File: src/rtl/half_adder_checker_settle.sv
// settle_timer: loadable down-counter for the settle window.
// Ports: clk, rst_n, load, en, value (load value), zero (count==0).
module settle_timer #(
  parameter int W = 3
) (
  input  logic         clk,
  input  logic         rst_n,
  input  logic         load,
  input  logic         en,
  input  logic [W-1:0] value,
  output logic         zero
);

  logic [W-1:0] count;

  always_ff @(posedge clk or negedge rst_n) begin
    if (!rst_n) begin
      count <= '0;
    end else if (load) begin
      count <= value;
    end else if (en) begin
      count <= count - 1'b1;
    end
  end

  assign zero = (count == '0);

endmodule

File: config.mk
export PLATFORM = sky130hd
export DESIGN_NAME = settle_timer
export DESIGN_NICKNAME = d
export VERILOG_FILES = /design/src/rtl/half_adder_checker_settle.sv
export SDC_FILE = /design/constraint.sdc
export NUM_CORES = 1
export LEC_CHECK = 0
export ABC_AREA = 1
export CORE_AREA = 4 4 41 43
export DETAILED_ROUTE_END_ITERATION = 6
export DIE_AREA = 0 0 45 47
export GPL_TIMING_DRIVEN = 0
export PLACE_DENSITY = 0.36
export SKIP_LAST_GASP = 1
export SYNTH_ARGS = -nofsm -noshare
export SYNTH_HDL_FRONTEND = slang
export SYNTH_SLANG_ARGS = --single-unit
File: constraint.sdc
create_clock -name clk -period 1.35 [get_ports clk]
set_input_delay 0.27 -clock clk [delete_from_list [all_inputs] [get_ports clk]]
set_output_delay 0.27 -clock clk [all_outputs]
set_load 0.1 [all_outputs]
==> impl_metrics.tcl <==
set metrics [dict create \
    die_w_um 45 \
    htreeDepth 1 \
    max_slew_margin_pct 87.87 \
    final.setup.worst_slack_ns -0.06109 \
    internal_power_mw 0.2683 \
    slew_violations 0 \
    dp_slack_ns -0.7929 \
    cp-end-kind "output pin" \
    synth-seq-area-share_pct 39.47 \
    worst_slew_pin_slew_ns 0.1814 \
    grt_pass1_wl_um 696 \
    syn_nets 36 \
    cp.arrival_ns 1.14 \
    r2r_cells 5 \
    drtIter0Drc 3 \
    startpoint_type "flip-flop" \
    boundaryPins 8 \
    pwr-share-clk_pct 41.2 \
    fp-row-count 13 \
    setup_viol 1 \
    largest_reg_flops 3 \
    grt_overflow 0 \
    grt_use_total_pct 4.992 \
    via_per_inst 3.685 \
    worstSetupEndpoint "zero" \
    core_um2 1301 \
    reg2reg_to "count[2]" \
    crit_path_start "count[0]" \
    synthDistinctLibCells 8 \
    syn_area_per_cell_um2 7.044 \
    die-area_um2 2115 \
    status "complete, but fails checks" \
    max_flop_register "count" \
    wl_um 412 \
    reg_top3 "count: 3 flops" \
    ant_nets 0 \
    crit_required_ns 1.08 \
    failed_checks "setup timing" \
    r2r_start "count[0]" \
    clockBufferDepth 2 \
    path_clk_slew_ns 0.04 \
    clkLatencyLatePin_ns 0.23 \
    synth_top_area_share_pct 39.47 \
    cellPowerDensity_nw_per_um2 1121 \
    maxCapViolCount 0 \
    mostFrequentLayoutCells "nand2_1 (8), clkdlybuf4s50_1 (6), inv_1 (5), nor2_1 (4)" \
    nNetsFinal 49 \
    floorplan.initialDensity_pct 14.62 \
    grt_max_degree 6 \
    critical_path_class "flip-flop to output pin" \
    rsz0062_at_grt "true" \
    yosysTopAreaCell "dfrtp_1" \
    place.gp.congestion 0.7384 \
    antenna_cells 0 \
    ys_ff_latch 3 \
    fmaxAchievable_mhz 708.7 \
    syn_area_um2 190.2 \
    sw_frac_of_total_pct 29.16 \
    p_comb_share_pct 30.3 \
    r2r_slack_ns 0.23 \
    drive_above_1_share_pct 20.51 \
    period_needed_ns 1.411 \
    io_buffer_count 7 \
    switchingPower_mw 0.1104 \
    cp_max_fo 2 \
    seqPwrFrac_pct 28.4 \
    hold_path.class "input pin to asynchronous set/reset pin" \
    dr.pass1.iters 2 \
    area_growth_pct 77.63 \
    cts_tree "yes" \
    wl_per_cell_um 7.630 \
    die_y_um 47 \
    finalCritPeriodShare_pct 104.5 \
    clock_sinks 3 \
    mostFrequentLayoutCell "nand2_1" \
    cts_inserted_buffers 3 \
    total_leakage_power_nw 0.1666 \
    root_buffer "clkbuf_4" \
    dr_total_vias 199 \
    vdd.ir_drop.worst_uv 422.6 \
    netlist_top_cells_area "dfrtp_1 (39%), nand2_1 (16%), ha_1 (13%)" \
    drc_errors 0 \
    grt_pass1_vias 205 \
    synth_warnings 0 \
    finClkSkew_ns 0.003397 \
    total_power_mw 0.3788 \
    antenna_found_initial 0 \
    hold_viol_final 0 \
    syn_inst 27 \
]
==> timing repair <==
| action | 4_1_cts | 5_1_grt |
|---|---|---|
| buffers inserted | 1 | 0 |
| endpoints found under the setup margin | 1 | 1 |
| hold buffers | 0 | 0 |
| pin swaps | 0 | 0 |
| resized for setup | 11 | 0 |
==> area by class of cell <==
class                      instances  area (um^2)
sequential                         3        75.07
timing repair buffer               8        87.58
inverter                           6        22.52
tap                               15        18.77
multi-input combinational         18        107.6
fill                             150        963.4
clock buffer                       4        26.28
==> layer usage <==
layer | part of all wire [%] | global-route usage (%)
met5 | 0 | 0
met4 | 3.9 | 7.018
met3 | 6.6 | 1.149
met2 | 48 | 8.192
met1 | 41 | 4.358
==> synthesized netlist by cell type <==
| cell type | n |
|---|---|
| nor2_1 | 4 |
| nand3_1 | 3 |
| nand2_1 | 8 |
| inv_2 | 1 |
| dfrtp_1 | 3 |
| ha_1 | 2 |
| inv_1 | 5 |
| nand3b_1 | 1 |
==> stage by stage <==
step                area [um^2]  setup TNS (ns)  hold WS (ns)  std cells  util, %
floorplan                 192.7               0      -0.02559         27        -
global placement          281.5         -0.7858        0.4583         49    21.63
detailed placement        281.5         -0.7929        0.4603         49    21.63
CTS                       337.8        -0.07703        0.2074         54    25.96
global route              337.8         -0.1230        0.2321         54    25.96
finish                    337.8        -0.06109        0.2131         54    25.96
==> worst min path at each step <==
stage | cells after the start | slack (ns) | start | to
2_1_floorplan | 0 | -0.03 | rst_n | count[0]
3_3_place_gp | 1 | 0.46 | rst_n | count[2]
3_5_place_dp | 1 | 0.46 | rst_n | count[0]
4_1_cts | 1 | 0.21 | rst_n | count[2]
5_1_grt | 1 | 0.23 | rst_n | count[1]
6_report | 1 | 0.21 | rst_n | count[2]
==> worst max-delay path, stage by stage, from the launching register on <==
cell	delay, ns
dfrtp_1	0.37
inv_1	0.06
ha_2	0.18
ha_4	0.13
buf_12	0.16
==> power groups by stage <==
stage	Sequential [mW]	Clock, mW	Combinational [mW]
2_1_floorplan	0.108	0	0.0610
3_3_place_gp	0.110	0	0.0930
3_5_place_dp	0.110	0	0.0927
4_1_cts	0.108	0.165	0.117
5_1_grt	0.110	0.165	0.130
6_report	0.108	0.156	0.115
==> cells by family after synthesis <==
group | after synthesis | synth area share, %
adders and majority gates | 2 | 13.16
buffers and inverters | 6 | 11.84
DFF | 3 | 39.47
and+or+nand+nor | 16 | 35.52
No activity file was read; power rests on OpenSTA's default activity.
